$ cat config.mk
export PLATFORM = sky130hd
export DESIGN_NAME = antirebote_scan
export DESIGN_NICKNAME = d
export VERILOG_FILES = /design/src/rtl/antirebote_scan.sv
export SDC_FILE = /design/constraint.sdc
export NUM_CORES = 1
export LEC_CHECK = 0
export CAP_MARGIN = 15
export CELL_PAD_IN_SITES_DETAIL_PLACEMENT = 1
export CELL_PAD_IN_SITES_GLOBAL_PLACEMENT = 1
export CORE_ASPECT_RATIO = 1.5
export CORE_UTILIZATION = 46
export DETAILED_ROUTE_END_ITERATION = 7
export PLACE_DENSITY = 0.76
export SYNTH_ARGS = -nofsm -noshare
export SYNTH_HDL_FRONTEND = slang
export SYNTH_SLANG_ARGS = --single-unit
export TNS_END_PERCENT = 10
$ cat constraint.sdc
create_clock -name clk -period 2.5 [get_ports clk]
set_input_delay 0.5 -clock clk [delete_from_list [all_inputs] [get_ports clk]]
set_output_delay 0.5 -clock clk [all_outputs]
set_load 0.02 [all_outputs]
$ cat src/rtl/antirebote_scan.sv
// Multi-channel push-button debouncer with a shared sample-tick prescaler and
// a round-robin arbiter that presents press/release events over valid/ready.
module antirebote_scan #(
  parameter int N            = 4,
  parameter int TICK_DIV     = 500,
  parameter int STABLE_TICKS = 100
) (
  input  logic                 clk,
  input  logic                 rst,
  input  logic [N-1:0]         btn_in,
  output logic [N-1:0]         btn_out,
  output logic                 evt_valid,
  input  logic                 evt_ready,
  output logic [$clog2(N)-1:0] evt_id,
  output logic                 evt_press,
  output logic [N-1:0]         overrun
);

  localparam int IDW = $clog2(N);
  localparam int PW  = $clog2(TICK_DIV);
  localparam int CW  = $clog2(STABLE_TICKS + 1);

  localparam logic [PW-1:0] PRESC_LAST = PW'(TICK_DIV - 1);
  localparam logic [CW-1:0] CNT_LAST   = CW'(STABLE_TICKS - 1);

  localparam logic [0:0] IDLE = 1'b0;
  localparam logic [0:0] SHOW = 1'b1;

  logic [N-1:0]   sync1;
  logic [N-1:0]   sync2;
  logic [PW-1:0]  presc;
  logic           tick;
  logic [CW-1:0]  cnt [N];
  logic [N-1:0]   accept;
  logic [N-1:0]   pend;
  logic [N-1:0]   pend_dir;
  logic [N-1:0]   clr;
  logic [IDW-1:0] last;
  logic [IDW-1:0] gnt_id;
  logic           gnt_any;
  logic [0:0]     state;

  always_ff @(posedge clk or negedge rst) begin
    if (!rst) begin
      sync1 <= '0;
      sync2 <= '0;
    end else begin
      sync1 <= btn_in;
      sync2 <= sync1;
    end
  end

  always_ff @(posedge clk or negedge rst) begin
    if (!rst) begin
      presc <= '0;
    end else if (presc == PRESC_LAST) begin
      presc <= '0;
    end else begin
      presc <= presc + 1'b1;
    end
  end

  assign tick = (presc == PRESC_LAST);

  // A channel is accepted on the tick that would push its count past the limit.
  always_comb begin
    accept = '0;
    for (int i = 0; i < N; i++) begin
      accept[i] = tick && (sync2[i] != btn_out[i]) && (cnt[i] == CNT_LAST);
    end
  end

  always_ff @(posedge clk or negedge rst) begin
    if (!rst) begin
      for (int i = 0; i < N; i++) begin
        cnt[i] <= '0;
      end
      btn_out <= '0;
    end else if (tick) begin
      for (int i = 0; i < N; i++) begin
        if (sync2[i] == btn_out[i]) begin
          cnt[i] <= '0;
        end else if (cnt[i] == CNT_LAST) begin
          cnt[i]     <= '0;
          btn_out[i] <= ~btn_out[i];
        end else begin
          cnt[i] <= cnt[i] + 1'b1;
        end
      end
    end
  end

  // Round-robin search beginning just after the most recently granted channel.
  always_comb begin
    logic [IDW-1:0] idx;
    idx     = '0;
    gnt_any = 1'b0;
    gnt_id  = '0;
    for (int k = 0; k < N; k++) begin
      idx = IDW'((int'(last) + 1 + k) % N);
      if (!gnt_any && pend[idx]) begin
        gnt_any = 1'b1;
        gnt_id  = idx;
      end
    end
  end

  always_comb begin
    clr = '0;
    if (state == IDLE && gnt_any) begin
      clr[gnt_id] = 1'b1;
    end
  end

  // A new event beats a same-cycle grant clear and is not counted as an overrun.
  always_ff @(posedge clk or negedge rst) begin
    if (!rst) begin
      pend     <= '0;
      pend_dir <= '0;
      overrun  <= '0;
    end else begin
      for (int i = 0; i < N; i++) begin
        if (accept[i]) begin
          pend[i]     <= 1'b1;
          pend_dir[i] <= ~btn_out[i];
          if (pend[i] && !clr[i]) begin
            overrun[i] <= 1'b1;
          end
        end else if (clr[i]) begin
          pend[i] <= 1'b0;
        end
      end
    end
  end

  always_ff @(posedge clk or negedge rst) begin
    if (!rst) begin
      state     <= IDLE;
      evt_valid <= 1'b0;
      evt_id    <= '0;
      evt_press <= 1'b0;
      last      <= IDW'(N - 1);
    end else begin
      case (state)
        IDLE: begin
          if (gnt_any) begin
            evt_id    <= gnt_id;
            evt_press <= pend_dir[gnt_id];
            last      <= gnt_id;
            evt_valid <= 1'b1;
            state     <= SHOW;
          end
        end
        SHOW: begin
          if (evt_ready) begin
            evt_valid <= 1'b0;
            state     <= IDLE;
          end
        end
        default: state <= IDLE;
      endcase
    end
  end

endmodule

# Word level (Yosys, flattened, before mapping)
# Index checks and enable logic that the tools add are counted.
dict set report word_totals {
  regBits 68
  input_bits 7
}
dict set report classes {
  n_addsub 9
  magnitude_cmp 6
  n_eq_ne 15
  mux 44
  n_bitwise 9
  n_reduce_logical 38
}
# cell count
set op_table {}
lappend op_table {{7-bit two-way mux} 8}
lappend op_table {{7-bit by 1-bit adder with 7-bit output, second input constant} 4}
lappend op_table {{7-bit == test, second input constant} 4}
lappend op_table {{1-bit two-way mux} 22}
lappend op_table {{1-bit logical AND} 17}
lappend op_table {{2-bit by 3-bit < comparator with 1-bit output, second input constant} 5}
lappend op_table {{2-bit AND reduction} 6}
lappend op_table {{3-bit AND reduction} 4}
lappend op_table {{1-bit binary-select mux with 2-bit select} 5}
lappend op_table {{9-bit by 1-bit adder with 9-bit output, second input constant} 1}
lappend op_table {{9-bit == test, second input constant} 1}
lappend op_table {{9-bit two-way mux} 1}
lappend op_table {{1-bit NOT} 9}
lappend op_table {{2-bit two-way mux} 4}
lappend op_table {{2-bit nonzero test} 4}
lappend op_table {{1-bit logical NOT} 7}
lappend op_table {{2-bit adder, second input constant} 3}
lappend op_table {{1-bit == test} 4}
lappend op_table {{4-bit two-way mux} 1}
lappend op_table {{1-bit inequality test} 4}
lappend op_table {{2-bit inequality test, second input constant} 2}
lappend op_table {{1-bit one-hot mux with 2 select lines} 2}
lappend op_table {{2-bit by 1-bit adder with 2-bit output, second input constant} 1}
lappend op_table {{1-bit demux with 2-bit select} 1}
lappend op_table {{2-bit by 1-bit greater-or-equal comparator with 1-bit output, second input constant} 1}

# Logic depth before layout (Yosys ltp)
# Gate-level depths: netlist of run 1.
dict set report logic_depth {
  depth_word 21
  ltp_mapped 8
}

# Least setup slack after synthesis of run 1
# OpenSTA, ideal clock, no wires.
dict set report synth_path {
  path_kind {register to register}
  from {reg presc[0]}
  to {reg cnt[26] in the netlist's numbering}
  setup_ps 121
  t_arrival_ps 1652
  required_time_ps 2379
  setup_slack_ps 727
  stages_incl_launch_ff 9
  synth_period_minus_slack_ps 1773
  cell_sequence {dfrtp_1 ha_1 and4bb_4 and2_4 buf_6 and3_4 buf_6 a21o_1 a22o_1}
}
dict set report synth_via {
  elab_chain_len 1
}
# item line
set synth_rtl {}
lappend synth_rtl {{from (decl)} 31} ;# logic [PW-1:0] presc;
lappend synth_rtl {{from (signal assigned)} 59} ;# presc <= presc + 1'b1;
lappend synth_rtl {{9-bit == test} 63} ;# assign tick = (presc == PRESC_LAST);
lappend synth_rtl {{to (signal, indexed assignment)} 87} ;# cnt[i] <= cnt[i] + 1'b1;
lappend synth_rtl {{to (decl)} 33} ;# logic [CW-1:0] cnt [N];
# Every way passes these cells.
# A chain may end at the register's enable or synchronous reset.

# Final worst setup path of run 1
dict set report layout_path {
  from {reg btn_out[3]}
  to {out btn_out[3]}
}
# item line
set layout_lines {}
lappend layout_lines {{from (decl)} 11} ;# output logic [N-1:0] btn_out,
lappend layout_lines {{from (signal, indexed assignment)} 85} ;# btn_out[i] <= ~btn_out[i];
# No word-level cell between the ends.

==> results.py, run 1 <==
metrics = {
    "clock_tree": {
        "cts.sinks": 64,
        "post-cts-setup-buffers": 0,
        "clkTransAtPathRegs_ns": 0.07,
        "cts_made_buffers": 9,
        "cts_tree": "built",
        "root_buffer": "clkbuf_8",
        "ctsHoldBuffers": 0,
        "cts_htree_levels": 3,
        "clock_latency_ns": 0.34,
        "post_cts_resized": 0,
        "clockBufferDepth": 2,
    },
    "yosys": {
        "synth_largest_area_cell": "dfrtp_1",
        "ys_seq_elements": 64,
        "synth_cell_types": 48,
        "yosysWarnings": 0,
        "syn_nets": 295,
        "ys.flop_type": "dfrtp_1",
        "synth.top_cell.area_share": 0.529,
        "synth_edf_count": 0,
        "async_flop_share": 1.00,
        "synth_area_leaders": "dfrtp_1 (53%), nand2_1 (4.5%), o21ai_0 (4.3%)",
        "synthCells": 283,
        "syn_area_um2": 2930,
        "seq_area_frac_synth": 0.547,
        "syn_avg_cell_area_um2": 10.4,
    },
    "setup_path": {
        "crit_fanout": 5,
        "cp_data_arrival_time_ns": 1.48,
        "r2r_slack_ns": 0.56,
        "worst-path-buf-inv": 1,
        "cpPeakStageDelay_ns": 0.66,
        "r2r_end": "cnt[12]$_DFFE_PN0N_",
        "path_cells": "clkdlybuf4s50_1",
        "cp.required_ns": 2.00,
        "critPathLaunchType": "flop",
        "cp_top_family": "buffers and inverters",
        "critical_path_class": "reg -> out",
        "r2r_cells": 6,
        "critPathCaptureType": "output pin",
        "reg2reg_from": "presc[0]$_DFF_PN0_",
        "slowest_stage": "clkdlybuf4s50_1",
    },
    "die": {
        "std_cell_rows": 35,
        "initial_core_util": 0.478,
        "fp.coreArea_um2": 6130,
        "die_y_um": 99.8,
        "die_w_um": 67.2,
        "die_area_um2": 6710,
        "ios": 19,
    },
    "global_route": {
        "antenna_found_initial": 0,
        "grt_max_degree": 30,
        "gr-usage-all-layers": 0.218,
        "grt_pass1_wl_mm": 10.8,
        "overflow": 0,
        "grt_pass1_vias": 2340,
    },
    "sta": {
        "min_period_ns": 1.98,
        "hold_violations": 0,
        "tightest_slew_ns": 0.559,
        "period_share": 0.791,
        "maxSlewHeadroom": 0.624,
        "setup_viol": 0,
        "rsz0062_at_grt": "false",
        "fin_setup_tns_ns": 0,
        "fin_worst_skew_ns": 0.00600,
        "max_clock_freq_ghz": 0.506,
        "maxSlewViolCount": 0,
    },
    "power_and_ir_drop": {
        "leakage_nw": 1.51,
        "irDropWorstVdd_v": 0.000460,
        "power_density_nw_per_um2": 576,
    },
    "outcome": {
        "outcome": "finished, final reports clean",
    },
    "route": {
        "ant_nets": 0,
        "drt-initial-drc-count": 76,
        "wl_per_cell_um": 16.2,
        "dr.pass1.iters": 4,
        "viasPerCell": 5.68,
        "vias": 2202,
        "wirelength_mm": 6.27,
        "drc": 0,
    },
    "layout": {
        "final_common_cell": "dfrtp_1",
        "n_antenna_cell": 0,
        "layout_common_cells": "dfrtp_1 (62), nand2_1 (35), o21ai_0 (25)",
        "fillerInstances": 686,
        "area_growth_pct": 15.5,
        "nNetsFinal": 322,
        "fin_area_um2": 3390,
        "drive_above_1_share": 0.0955,
    },
    "placed_design": {
        "hpwl_mm": 4.44,
        "port_buffers": 18,
        "place_congestion": 0.823,
        "dpl_cell_area_um2": 3200,
    },
    "worst_hold_path": {
        "min_path_type": "in -> async",
    },
    "flow_run": {
        "cap_viol_max_count": 0,
    },
}
## worst max-delay path by stage
stage                                 from             endpoint  cells past startpoint
floorplan               presc[0]$_DFF_PN0_  cnt[26]$_DFFE_PN0N_                      8
global placement        presc[0]$_DFF_PN0_  cnt[12]$_DFFE_PN0N_                      6
detailed placement      presc[0]$_DFF_PN0_  cnt[12]$_DFFE_PN0N_                      6
CTS                 btn_out[3]$_DFFE_PN0P_           btn_out[3]                      1
global route            presc[0]$_DFF_PN0_   cnt[3]$_DFFE_PN0N_                      6
finish              btn_out[3]$_DFFE_PN0P_           btn_out[3]                      1
## through the flow
| stage | utilization | setup slack, ns | hold WS (ns) | std cells | power (mW) |
|---|---|---|---|---|---|
| 2_1_floorplan | - | 0.727 | 0.204 | 283 | 1.08 |
| 3_3_place_gp | 0.522 | 0.659 | 0.334 | 373 | 1.11 |
| 3_5_place_dp | 0.522 | 0.571 | 0.340 | 373 | 1.11 |
| 4_1_cts | 0.552 | 0.495 | 0.143 | 388 | 1.97 |
| 5_1_grt | 0.552 | 0.328 | 0.184 | 388 | 2.03 |
| 6_report | 0.552 | 0.522 | 0.140 | 388 | 1.95 |
## kinds of logic (layout without fill, tap and decap cells)
logic type,after synthesis,after routing,synth area share
simple gates,112,112,0.201
compound gates,72,72,0.151
flops,64,64,0.547
xor+xnor,16,16,0.0478
buf+inv,11,42,0.0209
fa+ha+maj,5,5,0.0213
mux,3,3,0.0111
## state kept, by name, indices dropped and copies added (netlist names)
signal	count
overrun	4
sync2	4
state	1
last	2
evt_id	2
evt_press	1
sync1	4
btn_out	4
presc	9
evt_valid	1
cnt	28
pend	4
## cell usage after synthesis, types with 2 or more instances
| cell | n |
|---|---|
| nand3_1 | 16 |
| o21ai_0 | 25 |
| or3_1 | 2 |
| nor3_1 | 3 |
| nor2b_1 | 4 |
| ha_1 | 5 |
| xnor2_1 | 8 |
| nand2b_1 | 12 |
| buf_6 | 2 |
| xor2_1 | 8 |
| dfrtp_1 | 62 |
| inv_1 | 5 |
| o21bai_1 | 4 |
| o31ai_1 | 4 |
| a21o_1 | 4 |
| nand2_1 | 35 |
| a21oi_1 | 12 |
| a22o_1 | 4 |
| a31oi_1 | 7 |
| o21a_1 | 2 |
| a211oi_1 | 3 |
| dfstp_2 | 2 |
| o22ai_1 | 2 |
| buf_2 | 3 |
| mux2_2 | 2 |
| nor2_1 | 19 |
| and3_1 | 7 |
## power by group
group	switching [mW]	internal, mW	total (mW)
Sequential	0.00594	1.04	1.05
Clock	0.381	0.477	0.858
Combinational	0.0270	0.0157	0.0427
## per-layer routing
| layer | GRT usage | vias to the layer above | wire length (um) |
|---|---|---|---|
| met5 | 0 | - | 0 |
| li1 | - | 1059 | - |
| met3 | 0.0580 | 10 | 155 |
| met4 | 0.0884 | 0 | 132 |
| met2 | 0.375 | 26 | 3310 |
| met1 | 0.250 | 1107 | 2680 |
## worst reg2reg max path, cell delays in order, from the launching register on
cell and delay [ns]:
dfrtp_1 0.37, ha_1 0.23, and4bb_4 0.29, nand2_2 0.22, nor3_4 0.44, a41oi_1 0.17, a31oi_1 0.16
## final cells by class
cell class                      count  area, um^2  area share
Sequential cell                    64        1600       0.474
Multi-Input combinational cell    208        1270       0.374
Timing Repair Buffer               22         218      0.0643
Clock buffer                       11         141      0.0417
Tap cell                           74        92.6      0.0273
Clock inverter                      4        45.0      0.0133
Inverter                            5        18.8     0.00554
(Power assumes the default switching activity.)
==> inputs of run 2 (changes only) <==
- clock period: 2.5 -> 2.1 ns (I/O delays scaled with it)
==> run 2 against run 1 <==
Clock power increased by 46%. Non-clock buffer count up 2. Wire length is 4.7% higher. Combinational power is 14% higher. Cell area increased by 1.8%. Critical path type is now reg -> reg. Critical endpoint is now btn_out[1]$_DFFE_PN0P_. Largest cell class unchanged.
==> results.py, run 2 (same netlist as run 1, synthesis figures left out) <==
metrics = {
    "outcome": {
        "outcome": "finished, final reports clean",
    },
    "clock_tree": {
        "cts.sinks": 64,
        "cts_made_buffers": 9,
        "root_buffer": "clkbuf_8",
        "post_cts_resized": 0,
        "clkTransAtPathRegs_ns": 0.07,
        "cts_htree_levels": 3,
        "clock_latency_ns": 0.34,
        "clockBufferDepth": 2,
        "cts_tree": "built",
        "post-cts-setup-buffers": 0,
        "ctsHoldBuffers": 0,
    },
    "placed_design": {
        "place_congestion": 0.810,
        "port_buffers": 18,
        "post-place-ws_ns": 0.167,
        "hpwl_mm": 4.59,
    },
    "sta": {
        "rsz0062_at_grt": "false",
        "fin_setup_tns_ns": 0,
        "tightest_slew_ns": 0.585,
        "hold_violations": 0,
        "min_period_ns": 1.91,
        "setup_slack_ns": 0.190,
        "maxSlewHeadroom": 0.606,
        "setup_viol": 0,
        "max_clock_freq_ghz": 0.524,
        "maxSlewViolCount": 0,
        "fin_worst_skew_ns": 0.00762,
        "period_share": 0.910,
    },
    "layout": {
        "drive_above_1_share": 0.108,
        "top_register": "cnt",
        "final_common_cell": "dfrtp_1",
        "layout_common_cells": "dfrtp_1 (62), nand2_1 (35), o21ai_0 (25)",
        "largest_register_ffs": 28,
        "n_antenna_cell": 0,
        "nNetsFinal": 324,
        "fillerInstances": 691,
        "final_util": 0.562,
        "area_growth_pct": 17.5,
        "top_regs": "cnt (28), presc (9)",
    },
    "route": {
        "wirelength_mm": 6.57,
        "drc": 0,
        "vias": 2241,
        "viasPerCell": 5.75,
        "dr.pass1.iters": 4,
        "drt-initial-drc-count": 97,
        "ant_nets": 0,
        "wl_per_cell_um": 16.8,
    },
    "die": {
        "die_w_um": 67.2,
        "ios": 19,
        "die_area_um2": 6710,
        "fp.coreArea_um2": 6130,
        "initial_core_util": 0.478,
        "std_cell_rows": 35,
        "die_y_um": 99.8,
    },
    "setup_path": {
        "cp.required_ns": 2.32,
        "critPathLaunchType": "flop",
        "r2r_slack_ns": 0.19,
        "r2r_end": "btn_out[1]$_DFFE_PN0P_",
        "critical_path_class": "reg -> reg",
        "critPathCaptureType": "flop",
        "cp_data_arrival_time_ns": 2.13,
        "reg2reg_from": "presc[0]$_DFF_PN0_",
        "r2r_cells": 5,
        "crit_fanout": 15,
        "cp-startpoint": "presc[0]$_DFF_PN0_",
    },
    "power_and_ir_drop": {
        "total_power_mw": 2.55,
        "irDropWorstVdd_v": 0.000607,
        "power_density_nw_per_um2": 739,
        "leakage_nw": 1.53,
    },
    "flow_run": {
        "cap_viol_max_count": 0,
    },
    "global_route": {
        "gr-usage-all-layers": 0.230,
        "met1_usage": 0.274,
        "grt_pass1_vias": 2369,
        "use_met2": 0.389,
        "grt_pass1_wl_mm": 11.3,
        "grt_max_degree": 36,
        "top_usage_layer": "met2",
        "overflow": 0,
        "antenna_found_initial": 0,
        "grt_util_met3": 0.0364,
    },
    "worst_hold_path": {
        "min_path_type": "in -> async",
    },
}
## run 2: cell count changes in the layout (fill, tap and decap cells not counted), sizes merged
cell    before  now
clkbuf      11   13
clkinv       3    0
buf          5    7
bufinv       1    2
## run 2: worst max path at each step
stage | cells past startpoint | end
finish | 5 | btn_out[1]$_DFFE_PN0P_
global route | 6 | cnt[12]$_DFFE_PN0N_
CTS | 6 | cnt[4]$_DFFE_PN0N_
detailed placement | 6 | cnt[4]$_DFFE_PN0N_
global placement | 6 | cnt[12]$_DFFE_PN0N_
floorplan | 8 | cnt[26]$_DFFE_PN0N_
## run 2: critical path, stage by stage, from the launching register on
cell and delay (ns):
dfrtp_1 0.37, ha_1 0.22, and4bb_4 0.28, nand2_2 0.21, nor3_1 0.34, mux2_2 0.37
## run 2: metal layers
| metal | up-vias | wire length (um) |
|---|---|---|
| met1 | 1151 | 2810 |
| li1 | 1060 | - |
| met5 | - | 0 |
| met2 | 21 | 3500 |
| met4 | 0 | 140 |
| met3 | 9 | 125 |
## run 2: report_power, final
part | internal, mW | leakage [nW] | switching (mW)
sequential | 1.24 | 0.854 | 0.00754
combinational | 0.0163 | 0.558 | 0.0325
clock | 0.792 | 0.122 | 0.458
## run 2: through the flow
step,area [um^2],hold slack [ns],std cells
floorplan,2930,0.124,283
global placement,3200,0.333,375
detailed placement,3200,0.341,375
CTS,3440,0.110,390
global route,3450,0.141,390
finish,3450,0.0996,390
## run 2: area by class of cell
class                      instances  area [um^2]  share of cell area
clock buffer                      13          179              0.0519
clock inverter                     2         60.1              0.0174
inverter                           5         18.8             0.00544
multi-input combinational        208         1270               0.369
sequential                        64         1600               0.465
tap                               74         92.6              0.0269
timing repair buffer              24          220              0.0639
==> inputs of run 3 (changes only) <==
- ABC_AREA: not set -> 1
- CORE_UTILIZATION: 46 -> 45
==> run 3 against run 2 <==
Non-clock buffer count decreased by 1. Via count increased by 4.6%. Clock-buffer cell count increased by 3. Cell area increased by 3.5%. Cell count increased by 15%. Combinational power decreased by 4.5%. Clock skew increased by 0.00097 ns. Critical path depth increased by 10. Core utilization decreased by 1.6 points. Maximum frequency increased by 0.65%. Critical endpoint is now evt_press$_DFFE_PN0P_. Largest cell class unchanged.
==> results.py, run 3 <==
metrics = {
    "placed_design": {
        "port_buffers": 18,
        "post-place-ws_ns": 0.133,
        "dpl_cell_area_um2": 3370,
        "place_congestion": 0.888,
        "hpwl_mm": 4.89,
    },
    "layout": {
        "n_antenna_cell": 0,
        "fin_area_um2": 3570,
        "drive_above_1_share": 0.116,
        "top_regs": "cnt (28), presc (9)",
        "seq_area_um2": 1600,
        "top_register": "cnt",
        "largest_register_ffs": 28,
        "multi_input_area_um2": 1280,
        "final_common_cell": "nand2_1",
        "area_growth_pct": 15.9,
        "nNetsFinal": 378,
        "layout_common_cells": "nand2_1 (79), dfrtp_1 (62), inv_1 (42)",
        "fillerInstances": 762,
    },
    "route": {
        "viasPerCell": 5.24,
        "dr.pass1.iters": 4,
        "vias": 2343,
        "ant_nets": 0,
        "drc": 0,
        "wl_per_cell_um": 14.9,
        "wirelength_mm": 6.65,
        "drt-initial-drc-count": 149,
    },
    "clock_tree": {
        "cts_tree": "built",
        "clock_latency_ns": 0.35,
        "cts_made_buffers": 9,
        "root_buffer": "clkbuf_8",
        "clkTransAtPathRegs_ns": 0.07,
        "clockBufferDepth": 2,
        "cts_htree_levels": 3,
        "ctsHoldBuffers": 0,
        "cts.sinks": 64,
    },
    "sta": {
        "min_period_ns": 1.90,
        "setup_slack_ns": 0.202,
        "setup_viol": 0,
        "fin_setup_tns_ns": 0,
        "hold_violations": 0,
        "maxSlewViolCount": 0,
        "max_clock_freq_ghz": 0.527,
        "rsz0062_at_grt": "false",
        "tightest_slew_ns": 0.492,
        "fin_worst_skew_ns": 0.00859,
        "maxSlewHeadroom": 0.672,
        "period_share": 0.904,
    },
    "setup_path": {
        "worst-path-buf-inv": 1,
        "cpMostUsedCell": "nand2_1",
        "cp.required_ns": 2.35,
        "cp_top_family": "simple AND/OR/NAND/NOR gates",
        "critical_path_class": "reg -> reg",
        "critPathLaunchType": "flop",
        "cp_data_arrival_time_ns": 2.14,
        "path_cells": "inv_2, nand2_1, nand2_2, nand2_1, nand2_2, nor2_4, nand3_2, nand2_2, nand2_4, nand2_1, nand2_1, nand2_1, nand2_1, nand2_1, nand2_1",
        "cpPeakStageDelay_ns": 0.59,
        "critPathCaptureType": "flop",
        "slowest_stage": "dfstp_2",
        "crit_fanout": 9,
    },
    "yosys": {
        "syn_nets": 348,
        "synth_cell_types": 31,
        "synth_area_leaders": "dfrtp_1 (50%), nand2_1 (9.6%), xor2_1 (6.0%)",
        "synthCells": 336,
        "ys.flop_type": "dfrtp_1",
        "syn_avg_cell_area_um2": 9.16,
        "yosysWarnings": 0,
        "syn_area_um2": 3080,
        "synth.top_cell.area_share": 0.504,
        "synth_common_cells": "nand2_1 (79), dfrtp_1 (62), inv_1 (42)",
        "yosysMostFrequentCell": "nand2_1",
        "async_flop_share": 1.00,
        "synth_edf_count": 0,
        "ys_seq_elements": 64,
        "synth_largest_area_cell": "dfrtp_1",
        "seq_area_frac_synth": 0.521,
    },
    "global_route": {
        "grt_pass1_wl_mm": 11.4,
        "gr-usage-all-layers": 0.210,
        "overflow": 0,
        "antenna_found_initial": 0,
        "grt_pass1_vias": 2413,
        "grt_max_degree": 65,
    },
    "die": {
        "fp.coreArea_um2": 6530,
        "initial_core_util": 0.471,
        "std_cell_rows": 36,
        "die_w_um": 69.5,
        "die_y_um": 103,
        "ios": 19,
        "die_area_um2": 7180,
    },
    "power_and_ir_drop": {
        "leakage_nw": 1.69,
        "intPower_mw": 1.79,
        "irDropWorstVdd_v": 0.000463,
        "power_frac_clock": 0.430,
        "seq_power_share": 0.550,
        "power_density_nw_per_um2": 635,
        "combPwrFrac": 0.021,
        "swShare": 0.211,
        "switchingPower_mw": 0.479,
    },
    "flow_run": {
        "cap_viol_max_count": 0,
    },
    "outcome": {
        "outcome": "finished, final reports clean",
    },
    "worst_hold_path": {
        "min_path_type": "in -> async",
    },
}
==> run 3: cell count changes in the layout (fill, tap and decap cells not counted), sizes merged, moves of 5 or more <==
| cell | previous run | this run |
|---|---|---|
| a31oi | 7 | 0 |
| o21ai | 26 | 14 |
| o22ai | 2 | 14 |
| inv | 5 | 44 |
| nand3 | 16 | 23 |
| a21oi | 12 | 7 |
| nand2b | 12 | 0 |
| nor3 | 4 | 13 |
| and3 | 8 | 0 |
| nand2 | 36 | 89 |
| xor2 | 8 | 21 |
==> run 3: what timing repair did <==
| action | CTS | global route |
|---|---|---|
| resized for setup | 0 | 3 |
| endpoints found under the hold margin | 0 | 0 |
| endpoints found under the setup margin | 0 | 7 |
| buffers inserted | 0 | 2 |
==> run 3: path summary, 6_finish.rpt <==
| kind | startpoint | depth (start not counted) | to | slack, ns |
|---|---|---|---|---|
| worst max-delay path | last[0]$_DFFE_PN1P_ | 15 | evt_press$_DFFE_PN0P_ | 0.20 |
| worst min-delay path | rst | 2 | cnt[7]$_DFFE_PN0N_ | 0.08 |
| worst max register to register | last[0]$_DFFE_PN1P_ | 15 | evt_press$_DFFE_PN0P_ | 0.20 |
| worst min register to register | sync1[0]$_DFF_PN0_ | 0 | sync2[0]$_DFF_PN0_ | 0.35 |
| max in group asynchronous | rst | 2 | last[1]$_DFFE_PN1P_ | 1.72 |
| min in group clk | sync1[0]$_DFF_PN0_ | 0 | sync2[0]$_DFF_PN0_ | 0.35 |
==> run 3: kinds of logic (layout without fill, tap and decap cells) <==
logic type | Yosys count | after routing | synth area share
AND/OR/NAND/NOR | 146 | 146 | 0.220
flip-flops | 64 | 64 | 0.521
buffers and inverters | 48 | 83 | 0.0622
AO/OA/AOI/OAI | 45 | 45 | 0.0971
XOR/XNOR | 28 | 28 | 0.0797
adder cells (fa/ha/maj) | 5 | 5 | 0.0203
==> run 3: per-layer routing <==
| metal | up-vias | part of all wire | global-route usage |
|---|---|---|---|
| li1 | 1145 | - | - |
| met1 | 1155 | 0.41 | 0.238 |
| met2 | 27 | 0.53 | 0.367 |
| met3 | 16 | 0.027 | 0.0620 |
| met4 | 0 | 0.031 | 0.100 |
| met5 | - | 0 | 0 |
==> run 3: stage by stage <==
| step | hold WS, ns | utilization | total power [mW] | std cells |
|---|---|---|---|---|
| after detailed placement | 0.336 | 0.516 | 1.32 | 429 |
| final | 0.0753 | 0.546 | 2.27 | 447 |
| after global routing | 0.0976 | 0.546 | 2.36 | 447 |
| after global placement | 0.335 | 0.516 | 1.32 | 429 |
| after floorplan | 0.124 | - | 1.27 | 336 |
| after CTS | 0.0734 | 0.543 | 2.31 | 445 |
==> run 3: area by class of cell <==
class / instances / share of cell area
tap: 76 / 0.0267
clock buffer: 16 / 0.0505
timing repair buffer: 23 / 0.0666
multi-input combinational: 224 / 0.360
inverter: 44 / 0.0463
sequential: 64 / 0.450
==> run 3: power by group through the flow <==
| stage | Sequential [mW] | Combinational [mW] | Clock [mW] |
|---|---|---|---|
| after global placement | 1.27 | 0.0490 | 0 |
| after global routing | 1.25 | 0.0544 | 1.06 |
| after detailed placement | 1.27 | 0.0492 | 0 |
| final | 1.25 | 0.0465 | 0.974 |
| after floorplan | 1.27 | 0.00381 | 0 |
| after CTS | 1.25 | 0.0494 | 1.01 |
